File: config.mk
export PLATFORM = sky130hd
export DESIGN_NAME = hedios_reg_readback
export DESIGN_NICKNAME = d
export VERILOG_FILES = /design/src/rtl/hedios_reg_readback.sv
export SDC_FILE = /design/constraint.sdc
export NUM_CORES = 1
export LEC_CHECK = 0
export BUFFER_PORTS_ARGS = -buffer_cell sky130_fd_sc_hd__buf_4
export CORE_MARGIN = 2
export CORE_UTILIZATION = 43
export CTS_CLUSTER_DIAMETER = 30
export DETAILED_ROUTE_END_ITERATION = 12
export PLACE_DENSITY = 0.74
export SYNTH_ARGS = -nofsm -noshare
export SYNTH_HDL_FRONTEND = slang
export SYNTH_SLANG_ARGS = --single-unit
File: constraint.sdc
create_clock -name clk -period 1.8 [get_ports clk]
set_input_delay 0.18 -clock clk [delete_from_list [all_inputs] [get_ports clk]]
set_output_delay 0.18 -clock clk [all_outputs]
set_load 0.02 [all_outputs]
File: src/rtl/hedios_reg_readback.sv
// Readback path for a bank of HEDIOS registers: snapshots one register plus its
// race flag on request and streams a header byte followed by the value, MSB byte first.
//
// state  | meaning
// S_IDLE | waiting for a read request, req_ready=1
// S_HDR  | presenting the status header byte
// S_DATA | presenting value bytes, r_cnt bytes remain after the current one
module hedios_reg_readback #(
  parameter int DEPTH    = 8,
  parameter int NUM_REGS = 4,
  parameter int ADDR_W   = 2
) (
  input  logic                      clk,
  input  logic                      rst,
  input  logic                      req_valid,
  output logic                      req_ready,
  input  logic [ADDR_W-1:0]         req_addr,
  input  logic [NUM_REGS*DEPTH-1:0] reg_bus,
  input  logic [NUM_REGS-1:0]       reg_race,
  output logic [7:0]                tx_data,
  output logic                      tx_valid,
  input  logic                      tx_ready,
  output logic                      busy
);

  localparam int NBYTES = (DEPTH + 7) / 8;
  localparam int VAL_W  = NBYTES * 8;
  localparam int CNT_W  = (NBYTES > 1) ? $clog2(NBYTES) : 1;

  typedef enum logic [1:0] {S_IDLE, S_HDR, S_DATA} state_t;

  state_t              r_state;
  logic [VAL_W-1:0]    r_value;
  logic [CNT_W-1:0]    r_cnt;
  logic [ADDR_W-1:0]   r_addr;
  logic                r_bad;
  logic [NUM_REGS-1:0] r_race_st;
  logic [7:0]          r_tx_data;
  logic                r_tx_valid;

  logic [DEPTH-1:0]    w_sel;
  logic                w_hit;
  logic                w_race;
  logic [NUM_REGS-1:0] w_clr;
  logic [VAL_W-1:0]    w_value_shl;
  logic [5:0]          w_addr6;

  // Out-of-range addresses never match, so they read as bad with no race.
  always_comb begin
    w_sel  = '0;
    w_hit  = 1'b0;
    w_race = 1'b0;
    for (int i = 0; i < NUM_REGS; i++) begin
      if (req_addr == ADDR_W'(i)) begin
        w_sel  = reg_bus[i*DEPTH +: DEPTH];
        w_hit  = 1'b1;
        w_race = r_race_st[i] | reg_race[i];
      end
    end
  end

  always_comb begin
    w_clr = '0;
    for (int i = 0; i < NUM_REGS; i++) begin
      w_clr[i] = (r_state == S_HDR) && tx_ready && (r_addr == ADDR_W'(i));
    end
  end

  assign w_value_shl = r_value << 8;
  assign w_addr6     = 6'(req_addr);

  always_ff @(posedge clk) begin
    if (rst) begin
      r_state    <= S_IDLE;
      r_value    <= '0;
      r_cnt      <= '0;
      r_addr     <= '0;
      r_bad      <= 1'b0;
      r_race_st  <= '0;
      r_tx_data  <= 8'h00;
      r_tx_valid <= 1'b0;
    end else begin
      // A new pulse in the clearing cycle keeps the flag set.
      r_race_st <= (r_race_st & ~w_clr) | reg_race;
      case (r_state)
        S_IDLE: begin
          if (req_valid) begin
            r_addr     <= req_addr;
            r_value    <= VAL_W'(w_sel);
            r_bad      <= ~w_hit;
            r_tx_data  <= {w_race & w_hit, ~w_hit, w_addr6};
            r_tx_valid <= 1'b1;
            r_state    <= S_HDR;
          end
        end
        S_HDR: begin
          if (tx_ready) begin
            if (r_bad) begin
              r_tx_valid <= 1'b0;
              r_state    <= S_IDLE;
            end else begin
              r_cnt     <= CNT_W'(NBYTES - 1);
              r_tx_data <= r_value[VAL_W-1 -: 8];
              r_state   <= S_DATA;
            end
          end
        end
        S_DATA: begin
          if (tx_ready) begin
            if (r_cnt == '0) begin
              r_tx_valid <= 1'b0;
              r_state    <= S_IDLE;
            end else begin
              r_cnt     <= r_cnt - 1'b1;
              r_value   <= w_value_shl;
              r_tx_data <= w_value_shl[VAL_W-1 -: 8];
            end
          end
        end
        default: begin
          r_tx_valid <= 1'b0;
          r_state    <= S_IDLE;
        end
      endcase
    end
  end

  assign tx_data   = r_tx_data;
  assign tx_valid  = r_tx_valid;
  assign req_ready = (r_state == S_IDLE);
  assign busy      = (r_state != S_IDLE);

endmodule

==> results.json <==
{
  "outcome": "finished, final reports clean",
  "clock_path_buffers": 2,
  "row_count": 20,
  "grt_pass1_wl_um": 5400,
  "max-vdd-ir-drop_mv": 0.423,
  "firstDrtPassIters": 4,
  "maxSlewHeadroom_pct": 74.0,
  "synthDistinctLibCells": 36,
  "io_buffers": 52,
  "syn_inst": 139,
  "grt_pass1_vias": 1203,
  "die_height_um": 60.7,
  "critPathRequiredTime_ps": 2030,
  "insertion_delay_ps": 320,
  "final_area_sq_mm": 0.00186,
  "grt-ovfl-total": 0,
  "grt-busiest-layer": "met2",
  "gr-usage-all-layers_pct": 19.5,
  "drt_wl_total_um": 3430,
  "n_antenna_cell": 0,
  "post-synth-top-area-cell": "dfxtp_1",
  "drc_errors": 0,
  "finalSetupViolCount": 0,
  "path_class": "flip-flop to flip-flop",
  "grt_max_degree": 27,
  "r2r_setup_slack_ps": 90,
  "crit_path_start_kind": "flip-flop",
  "skew_ps": 12.3,
  "min_period_ps": 1710,
  "synth.yosys.seq_area_share_pct": 37.7,
  "cts.htree.levels": 1,
  "finalHoldViolCount": 0,
  "grt_util_met2_pct": 32.7,
  "clock_sinks": 26,
  "max_freq_mhz": 584,
  "total_power_mw": 1.60,
  "worst_pin_slew_ps": 389,
  "synthToLayoutAreaGrowth_pct": 34.7,
  "crit_chain": "inv_1 > ha_2 > nor2b_4 > a2111oi_4 > buf_6 > nor2_1 > a311oi_1",
  "synthesis.area_sq_mm": 0.00138,
  "synth_edf_count": 0,
  "synth_top_area_share_pct": 37.7,
  "path_clk_slew_ps": 140,
  "drtAntennaViolNets": 0,
  "viasPerCell": 5.47,
  "cpPeakStageDelay_ps": 390,
  "cpLargestDelayFamily": "compound AO/OA/AOI/OAI gates",
  "place_area_sq_mm": 0.00180,
  "syn_avg_cell_area_sq_um": 9.94,
  "power_leakage_nw": 0.786,
  "fin_nets": 241,
  "place_congestion": 0.741,
  "fin_crit_sh_pct": 95.1,
  "synth_warnings": 0,
  "yosys_register_bits": 26,
  "syn-num-nets": 187,
  "hold_path.class": "primary input to flip-flop",
  "die_w_um": 60.7,
  "synthFlopType": "dfxtp_1",
  "dp_hpwl_um": 2510,
  "end_kind": "flip-flop",
  "cts_buffers": 3,
  "layout-drive-gt1-share_pct": 40.8,
  "antenna_found_initial": 0,
  "post_drt_wl_per_cell_um": 14.6,
  "synth_commonest_cells": "dfxtp_1, nor2_1, a21oi_1",
  "crit_path_max_fanout": 8,
  "maxCapViolations": 0,
  "use_met3_pct": 2.13,
  "num_vias": 1286,
  "gr-usage-met1_pct": 26.6,
  "synth-async-reset-ratio_pct": 0,
  "slowest_stage": "dfxtp_4",
  "cts_tree": "built",
  "start_util_pct": 45.2,
  "core_area_sq_mm": 0.00305,
  "fill_cells": 287,
  "yosysMostFrequentCell": "dfxtp_1",
  "drv_slew": 0,
  "cts_root_buf": "clkbuf_4",
  "drt_iter0_markers": 50,
  "worstPathArrival_ps": 1940,
  "boundaryPins": 53,
  "power_density_mw_per_mm2": 858,
  "die_area_sq_mm": 0.00368,
  "synth_area_leaders": "dfxtp_1, mux4_2, ha_1, nor2_1, a21oi_1",
  "crit_buf_inv": 2
}
[metrics by stage]
step | util (%) | hold slack [ps] | instances | worst slack, ps | TNS (ps)
after floorplan | - | 297 | 139 | 6.41 | 0
after global placement | 59.1 | 401 | 229 | 76.0 | 0
after detailed placement | 59.1 | 416 | 229 | -56.0 | -135
after CTS | 60.0 | 76.7 | 232 | 0.861 | 0
after global routing | 60.9 | 83.6 | 235 | -16.4 | -16.4
final | 60.9 | 74.5 | 235 | 88.8 | 0
[cell families (layout without fill, tap and decap cells)]
| logic type | after synthesis | after routing | synth area share [%] |
|---|---|---|---|
| AND/OR/NAND/NOR | 56 | 56 | 22.6 |
| buffers and inverters | 13 | 65 | 4.53 |
| AO/OA/AOI/OAI | 28 | 28 | 15.3 |
| multiplexers | 10 | 10 | 14.5 |
| adder cells (fa/ha/maj) | 6 | 6 | 5.43 |
| flip-flops | 26 | 26 | 37.7 |
[flip-flops by register name, summed over array words and instances (netlist names)]
name and count:
r_addr 2, r_race_st 4, r_value 8, r_bad 1, tx_data 8, tx_valid 1
r_state 2
[routing by layer]
metal  share of wire [%]  wire [um]
met5                   0          0
met4                0.79         27
met3                 4.1        142
met2                  51       1760
met1                  44       1500
[layout by cell type, fill, tap and decap left out, drive strengths merged]
| cell type | netlist | layout |
|---|---|---|
| dfxtp | 26 | 26 |
| nor2 | 19 | 19 |
| nand2 | 4 | 4 |
| clkbuf | 4 | 3 |
| mux2i | 2 | 2 |
| a32oi | 1 | 1 |
| mux4 | 8 | 8 |
| nor4b | 2 | 2 |
| and3b | 1 | 1 |
| nor2b | 1 | 1 |
| nand4b | 2 | 2 |
| nand4 | 2 | 2 |
| a2111oi | 1 | 1 |
| a311oi | 2 | 2 |
| o21ai | 2 | 2 |
| ha | 6 | 6 |
| or3 | 1 | 1 |
| a211oi | 1 | 1 |
| nand2b | 10 | 10 |
| nor3 | 2 | 2 |
| nor3b | 2 | 2 |
| o221ai | 1 | 1 |
| inv | 4 | 4 |
| a22oi | 8 | 8 |
| a21oi | 12 | 12 |
| nor4 | 1 | 1 |
| buf | 5 | 58 |
| nand3 | 9 | 9 |
[worst reg2reg max path, cell delays in order, from the launching register on]
cell and delay [ps]:
dfxtp_4 390, inv_1 90, ha_2 250, nor2b_4 160
a2111oi_4 260, buf_6 190, nor2_1 50, a311oi_1 220
[worst paths after layout]
path,startpoint,end,depth (start not counted)
setup / recovery,r_state[0],tx_data[0],7
hold / removal,reg_race[3],r_race_st[3],3
setup reg to reg,r_state[0],tx_data[0],7
hold reg to reg,tx_data[2],tx_data[2],2
[layout make-up]
type	count	area, sq um	area share, %
clock buffers	3	22.5	1.21
inverters	4	15.0	0.807
flip-flops and latches	26	524	28.2
multi-input cells	100	807	43.4
well taps	44	55.1	2.96
repair buffers	58	437	23.5
[repair_timing]
| item | CTS | global route |
|---|---|---|
| buffers inserted | 0 | 2 |
| gates cloned | 0 | 1 |
| pin swaps | 0 | 1 |
| hold buffers | 0 | 0 |
| gates resized for setup | 2 | 2 |
| setup endpoints to repair | 8 | 12 |
[power breakdown]
part	leakage, nW	switching, mW	internal, mW	total [mW]
Sequential	0.214	0.0487	0.649	0.698
Combinational	0.557	0.333	0.321	0.654
Clock	0.0138	0.166	0.0782	0.244
No activity file was read; power rests on OpenSTA's default activity.
